## config.mk

```make
export PLATFORM = sky130hd
export DESIGN_NAME = mul_sequencer
export DESIGN_NICKNAME = d
export VERILOG_FILES = /design/src/rtl/mul_sequencer.sv
export SDC_FILE = /design/constraint.sdc
export NUM_CORES = 1
export LEC_CHECK = 0
export CORE_ASPECT_RATIO = 0.9
export CORE_MARGIN = 3
export CORE_UTILIZATION = 41
export CTS_CLUSTER_SIZE = 25
export DETAILED_ROUTE_END_ITERATION = 16
export GPL_TIMING_DRIVEN = 0
export HOLD_SLACK_MARGIN = 0.08
export PLACE_DENSITY_LB_ADDON = 0.3
export SLEW_MARGIN = 20
export SYNTH_ARGS = -nofsm -noshare
export SYNTH_HDL_FRONTEND = slang
export SYNTH_SLANG_ARGS = --single-unit
```

## constraint.sdc

```tcl
create_clock -name clk -period 1.9 [get_ports clk]
set_clock_uncertainty 0.2 [all_clocks]
set_input_delay 0.38 -clock clk [delete_from_list [all_inputs] [get_ports clk]]
set_output_delay 0.38 -clock clk [all_outputs]
set_load 0.02 [all_outputs]
```

## src/rtl/mul_sequencer.sv

```systemverilog
// -----------------------------------------------------------------------------
// mul_sequencer
//
// Iterative unsigned multiplier controller. It has no adder of its own: while
// a multiply is in flight it borrows the shared execute-stage ALU, performs
// WIDTH shift-add iterations through it, and stalls the pipeline meanwhile.
// The low WIDTH bits of the product are returned with a one-cycle done pulse.
//
// Optional build macro:
//   MUL_EARLY_EXIT_EN - leave RUN as soon as the remaining multiplier bits are
//                       all zero, instead of always running WIDTH iterations.
//
// Ports:
//   clk        rising-edge clock
//   reset      synchronous, active-high reset
//   start      multiply request, sampled only in IDLE
//   op_a       multiplicand, captured on an accepted start
//   op_b       multiplier, captured on an accepted start
//   alu_req    sequencer owns the ALU (steers the ALU input muxes)
//   alu_a      ALU operand a (accumulator), zero when not owning the ALU
//   alu_b      ALU operand b (multiplicand or zero), zero when not owning
//   alu_ctrl   ALU control, always ALU_ADD
//   alu_result ALU result, combinational from alu_a/alu_b
//   busy       high in RUN and DONE
//   stall      pipeline stall: accepted start in IDLE, or RUN
//   done       one-cycle pulse, product valid
//   product    low WIDTH bits of op_a*op_b, held until the next result
// -----------------------------------------------------------------------------
module mul_sequencer #(
    parameter int         WIDTH   = 64,
    parameter logic [3:0] ALU_ADD = 4'b0010
) (
    input  logic             clk,
    input  logic             reset,
    input  logic             start,
    input  logic [WIDTH-1:0] op_a,
    input  logic [WIDTH-1:0] op_b,
    output logic             alu_req,
    output logic [WIDTH-1:0] alu_a,
    output logic [WIDTH-1:0] alu_b,
    output logic [3:0]       alu_ctrl,
    input  logic [WIDTH-1:0] alu_result,
    output logic             busy,
    output logic             stall,
    output logic             done,
    output logic [WIDTH-1:0] product
);

    localparam int            CW   = (WIDTH > 1) ? $clog2(WIDTH) : 1;
    localparam logic [CW-1:0] LAST = CW'(WIDTH - 1);

    typedef enum logic [1:0] {
        IDLE = 2'd0,
        RUN  = 2'd1,
        DONE = 2'd2
    } state_t;

    state_t           state;
    state_t           state_nxt;
    logic [WIDTH-1:0] acc;
    logic [WIDTH-1:0] mcand;
    logic [WIDTH-1:0] mplier;
    logic [CW-1:0]    cnt;
    logic             last_iter;

    // The current RUN cycle is the final iteration.
`ifdef MUL_EARLY_EXIT_EN
    // Once the multiplier shifted right is zero, further iterations would
    // only add zero, so the accumulator already holds the product.
    assign last_iter = (cnt == LAST) || (mplier[WIDTH-1:1] == '0);
`else
    assign last_iter = (cnt == LAST);
`endif

    // State register.
    always_ff @(posedge clk) begin
        // NOTE: clocked state uses non-blocking assignments so every register
        // samples pre-edge values; blocking here would create ordering races.
        if (reset) begin
            state <= IDLE;
        end else begin
            state <= state_nxt;
        end
    end

    // Next-state and output decode.
    always_comb begin
        // NOTE: every output gets a default before the case so that no path
        // leaves a signal unassigned, which would infer a latch.
        state_nxt = state;
        alu_req   = 1'b0;
        alu_a     = '0;
        alu_b     = '0;
        alu_ctrl  = ALU_ADD;
        busy      = 1'b0;
        stall     = 1'b0;
        done      = 1'b0;

        case (state)
            IDLE: begin
                if (start) begin
                    stall     = 1'b1;
                    state_nxt = RUN;
                end
            end
            RUN: begin
                alu_req = 1'b1;
                busy    = 1'b1;
                stall   = 1'b1;
                alu_a   = acc;
                alu_b   = mplier[0] ? mcand : '0;
                if (last_iter) begin
                    state_nxt = DONE;
                end
            end
            DONE: begin
                // ALU is released here, so the pipeline may resume while the
                // result is presented.
                busy      = 1'b1;
                done      = 1'b1;
                state_nxt = IDLE;
            end
            default: begin
                state_nxt = IDLE;
            end
        endcase
    end

    // Datapath registers.
    always_ff @(posedge clk) begin
        // NOTE: these are plain registers, not a memory array, so each one is
        // reset explicitly; an aborted multiply leaves nothing behind.
        if (reset) begin
            acc     <= '0;
            mcand   <= '0;
            mplier  <= '0;
            cnt     <= '0;
            product <= '0;
        end else begin
            case (state)
                IDLE: begin
                    if (start) begin
                        acc    <= '0;
                        mcand  <= op_a;
                        mplier <= op_b;
                        cnt    <= '0;
                    end
                end
                RUN: begin
                    acc    <= alu_result;
                    mcand  <= mcand << 1;
                    mplier <= mplier >> 1;
                    cnt    <= cnt + CW'(1);
                    if (last_iter) begin
                        product <= alu_result;
                    end
                end
                default: begin
                end
            endcase
        end
    end

endmodule

```

After elaboration in Yosys (flattened, before gate mapping) --
Cells that the tools add are included.
Cells by class: reductions and logical operators 6, equal/unequal tests 5, add/subtract/negate cells 1, mux-type cells 19
Operators by type and width (number):
- 2-to-1 mux 64 bit | 6
- case mux 64 bit (2 select lines) | 3
- case mux 6 bit (2 select lines) | 1
- adder 6 x 1 -> 6 bit (second input constant) | 1
- == test 6 bit (second input constant) | 1
- 2-to-1 mux 6 bit | 1
- AND reduction 2 bit | 3
- 2-to-1 mux 1 bit | 4
- 2-to-1 mux 2 bit | 2
- inequality test 2 bit (second input constant) | 2
- case mux 2 bit (2 select lines) | 1
- == test 2 x 1 -> 1 bit (second input constant) | 1
- == test 2 bit (second input constant) | 1
- zero test 2 bit | 1
- case mux 1 bit (2 select lines) | 1
- nonzero test 2 bit | 1
- OR reduction 2 bit | 1
Word-level totals: input bits 195, register bits 264, output and inout port bits 200, logic and storage cells 37

Longest topological paths before layout --
depth after elaboration 3, mapped depth 10, mapped depth without buffers 6

Worst setup path before layout --
No wires, ideal clock.
path kind register to output, from register state[1], to output port alu_b[10], required time 1.320 ns, cell stages (with the launch flop) 7, buffers on the path 3, arrival 1.678 ns, path slack -0.358 ns, cells stage by stage dfxtp_1 > inv_1 > ha_1 > buf_4 > clkbuf_1 > clkbuf_1 > and3_1
Between the ends: word-level cells in the longest chain between the ends 2
Ends and longest elaborated chain:
- start: declaration | RTL line 58 | state_t state;
- start signal: assignment | RTL line 82 | state <= state_nxt;
- == test 2 x 1 -> 1 bit | RTL line 99 | case (state)
- 2-to-1 mux 64 bit | RTL line 99
- end: declaration | RTL line 40 | output logic [WIDTH-1:0] alu_b,
No other way between the ends.

Worst setup path after layout --
from register state[1], to output port alu_b[11]
Same word-level chain as after synthesis.

==> metrics.md <==
| Metric | Value |
|---|---|
| Yosys top cell by area | `dfxtp_1` |
| Clk sink count | `264` |
| Top cell type's share of synthesized area | `45.61%` |
| Top FF cell, synth | `dfxtp_1` |
| Die area | `30320 um^2` |
| Commonest cells post-synth | `nor2_1, dfxtp_1, nand2_1, clkbuf_1, a21oi_1` |
| Worst VDD drop | `0.7061 mV` |
| Worst slew pin tran | `0.7378 ns` |
| Clock Tree Root | `clkbuf_16` |
| Setup crit end kind | `output port` |
| Crit path kind | `reg2out` |
| Failing checks | `negative setup slack` |
| Post-synth cell types | `31` |
| Row cnt | `57` |
| CTS buffer count | `29` |
| Die Y | `165.5 um` |
| CP required | `1.32 ns` |
| Vias in the first global route | `12130` |
| Placer Congestion | `0.8510` |
| Post-Syn Area per Cell | `8.230 um^2` |
| Worst slew margin | `50.81%` |
| Antenna cells | `0` |
| Number of synthesized flops with an enable pin | `0` |
| Crit path max-delay cell type | `dfxtp_2` |
| Largest net degree at the start of global routing | `15` |
| Core Region | `27390 um^2` |
| First-pass GRT wire length | `67.07 mm` |
| Internal power | `0.01580 W` |
| Max clock buf depth | `3` |
| Vias per cell | `5.613` |
| Crit-path max cell delay | `0.32 ns` |
| Pleak | `9.426 nW` |
| Ys async rst share | `0%` |
| Final nets | `2115` |
| Final Max Slew Viols | `0` |
| GRT Overall Usage | `27.52%` |
| GRT overflow | `0` |
| I/O pins | `395` |
| Sw frac | `35.18%` |
| Logic pwr share | `45.8%` |
| Top post-synthesis cells by area | `dfxtp_1, nor2_1, mux2i_1` |
| Status | `finished with violations` |
| Wire length per cell | `21.28 um` |
| Most used cell, CP | `clkbuf_16` |
| Final instance count without filler cells | `2292` |
| F_max | `0.3975 GHz` |
| Fin crit share | `132.4%` |
| Worst Setup Start Kind | `register` |
| Min cycle time layout | `2.516 ns` |
| H-tree depth | `1` |
| Initial DRC Count | `760` |
| Detailed Routing Iterations Pass 1 | `7` |
| Worst setup margin | `-0.6159 ns` |
| Clock share of power | `23.6%` |
| Syn. warnings | `0` |
| Placement Setup Slack | `-1.083 ns` |
| Critical path peak fanout | `6` |
| Final setup fails | `329` |
| Port Buffers | `389` |
| Area delta synth->final | `81.96%` |
| Pwr/cell area | `1156 nW/um^2` |
| Most frequent cell after synthesis | `nor2_1` |
| Clk_lat worst skew | `0.56 ns` |
| Antenna violations before repair | `2` |
| Via count | `12860` |
| Seq/Total Area, Yosys | `45.61%` |
| Post-Syn Area | `11590 um^2` |
| CTS Hold Bufs | `0` |
| Number of routed nets with antenna violations | `0` |
| Endpoints failing hold | `0` |
| Share of layout cells above drive strength 1 | `37.87%` |
| Worst path arrival time | `1.94 ns` |
| Clock Pin Slew Worst Setup and Hold Paths | `0.06 ns` |
| DR DRC count | `0` |
| Max Cap Viol | `0` |
| DP HPWL | `30.02 mm` |
| Worst Hold Class | `in2reg` |
| Drt total wl | `48.78 mm` |
| Starting Density | `42.31%` |
| Placed Cells | `2153` |
| Synth Register Bits | `264` |
| TritonCTS clock tree | `done` |
| Crit-path cells | `inv_2, ha_4, buf_12, clkbuf_16, clkbuf_16, and3_4, buf_6` |
| Die width | `183.2 um` |
| Seq pwr share | `30.6%` |
| NetSw | `0.008577 W` |
| RSZ-0062 raised after global routing | `yes` |
| Fillers | `1688` |
| Cells after Synth | `1408` |
routing by layer:
metal  wire length (um)  track usage (%)  part of all wire (%)
met5                 28                0                 0.057
met4               1804            8.619                   3.7
met3               3880            6.877                   8.0
met2              23410            46.10                    48
met1              19650            35.14                    40
path summary, 6_finish.rpt:
check / start / slack (ns) / endpoint / cells past startpoint
max: state[1]$_SDFFE_PP0P_ / -0.62 / alu_b[11] / 7
min: alu_result[38] / 0.22 / product[38]$_SDFFE_PP0P_ / 3
max reg2reg: state[0]$_SDFFE_PP0P_ / -0.43 / acc[32]$_SDFFE_PP0P_ / 12
min reg2reg: product[34]$_SDFFE_PP0P_ / 0.26 / product[34]$_SDFFE_PP0P_ / 2
worst max-delay path: cells and delay by family, from the launching register on:
kind,cells,cell delay (ns)
fa+ha+maj,1,0.18
buf+inv,5,0.67
simple gates,1,0.19
flops,1,0.32
what timing repair did:
| action | 4_1_cts | 5_1_grt |
|---|---|---|
| resized for setup | 1084 | 532 |
| endpoints found under the setup margin | 459 | 456 |
| setup buffers | 29 | 22 |
| cloned | 20 | 21 |
| pin swaps | 6 | 37 |
sequential cells by signal, summed over array words and instances, names as in the netlist:
| register | flops |
|---|---|
| acc | 64 |
| product | 64 |
| mplier | 64 |
| mcand | 64 |
| state | 2 |
| cnt | 6 |
cells in the final DEF (no fill, tap or decap), drive strengths merged, types with 2 or more instances in the layout:
cell	Yosys	routed
a22oi	66	66
clkinvlp	0	2
clkbuf	80	111
nor3	2	2
mux2i	67	67
nor2	323	323
bufinv	0	3
clkdlybuf4s50	0	193
and2	66	66
inv	2	3
nand2b	5	5
dlymetal6s2s	0	64
bufbuf	0	4
nand4	2	2
clkinv	0	12
and3	66	66
o22a	62	62
xor2	3	3
buf	57	274
dfxtp	264	264
nand3	3	3
nand2	133	134
nor4	62	62
ha	5	5
a211oi	64	64
conb	2	4
a21oi	68	68
final cells by class:
type	count	area [um^2]	share of cell area [%]
plain buffers	134	1564	7.418
clock inverters	18	181.4	0.8605
inverters	2	10.01	0.04747
well taps	354	442.9	2.101
multi-input cells	1008	7288	34.57
repair buffers	476	5523	26.19
flip-flops and latches	264	5293	25.10
clock buffers	36	782.0	3.709
cells by family (layout without fill, tap and decap cells):
| group | Yosys count | in the layout | share of synthesized area [%] |
|---|---|---|---|
| AO/OA/AOI/OAI | 262 | 262 | 16.15 |
| adder cells (fa/ha/maj) | 5 | 5 | 0.5399 |
| other | 2 | 4 | 0.06481 |
| multiplexers | 68 | 68 | 5.917 |
| AND/OR/NAND/NOR | 665 | 666 | 26.04 |
| flip-flops | 264 | 264 | 45.61 |
| buffers and inverters | 139 | 666 | 5.442 |
| XOR/XNOR | 3 | 3 | 0.2268 |
power groups by stage:
| stage | clock (W) | sequential [W] | combinational [W] |
|---|---|---|---|
| detailed placement | 0 | 0.00732 | 0.00618 |
| finish | 0.00575 | 0.00746 | 0.0112 |
| global route | 0.00602 | 0.00757 | 0.0118 |
| floorplan | 0 | 0.00711 | 0.00429 |
| global placement | 0 | 0.00728 | 0.00600 |
| CTS | 0.00578 | 0.00727 | 0.00841 |
through the flow:
step                util [%]  power (W)  setup TNS (ns)  area (um^2)  hold WS (ns)
detailed placement     58.96    0.01350         -238.20        16150        0.2466
global route           76.99    0.02539         -134.50        21080        0.2341
floorplan                  -    0.01140               0        11810        0.2571
global placement       58.96    0.01329         -222.67        16150        0.2401
CTS                    68.98    0.02147         -128.49        18890        0.1800
finish                 76.99    0.02438         -117.67        21080        0.2192
Power figures use the tool's default switching activity.
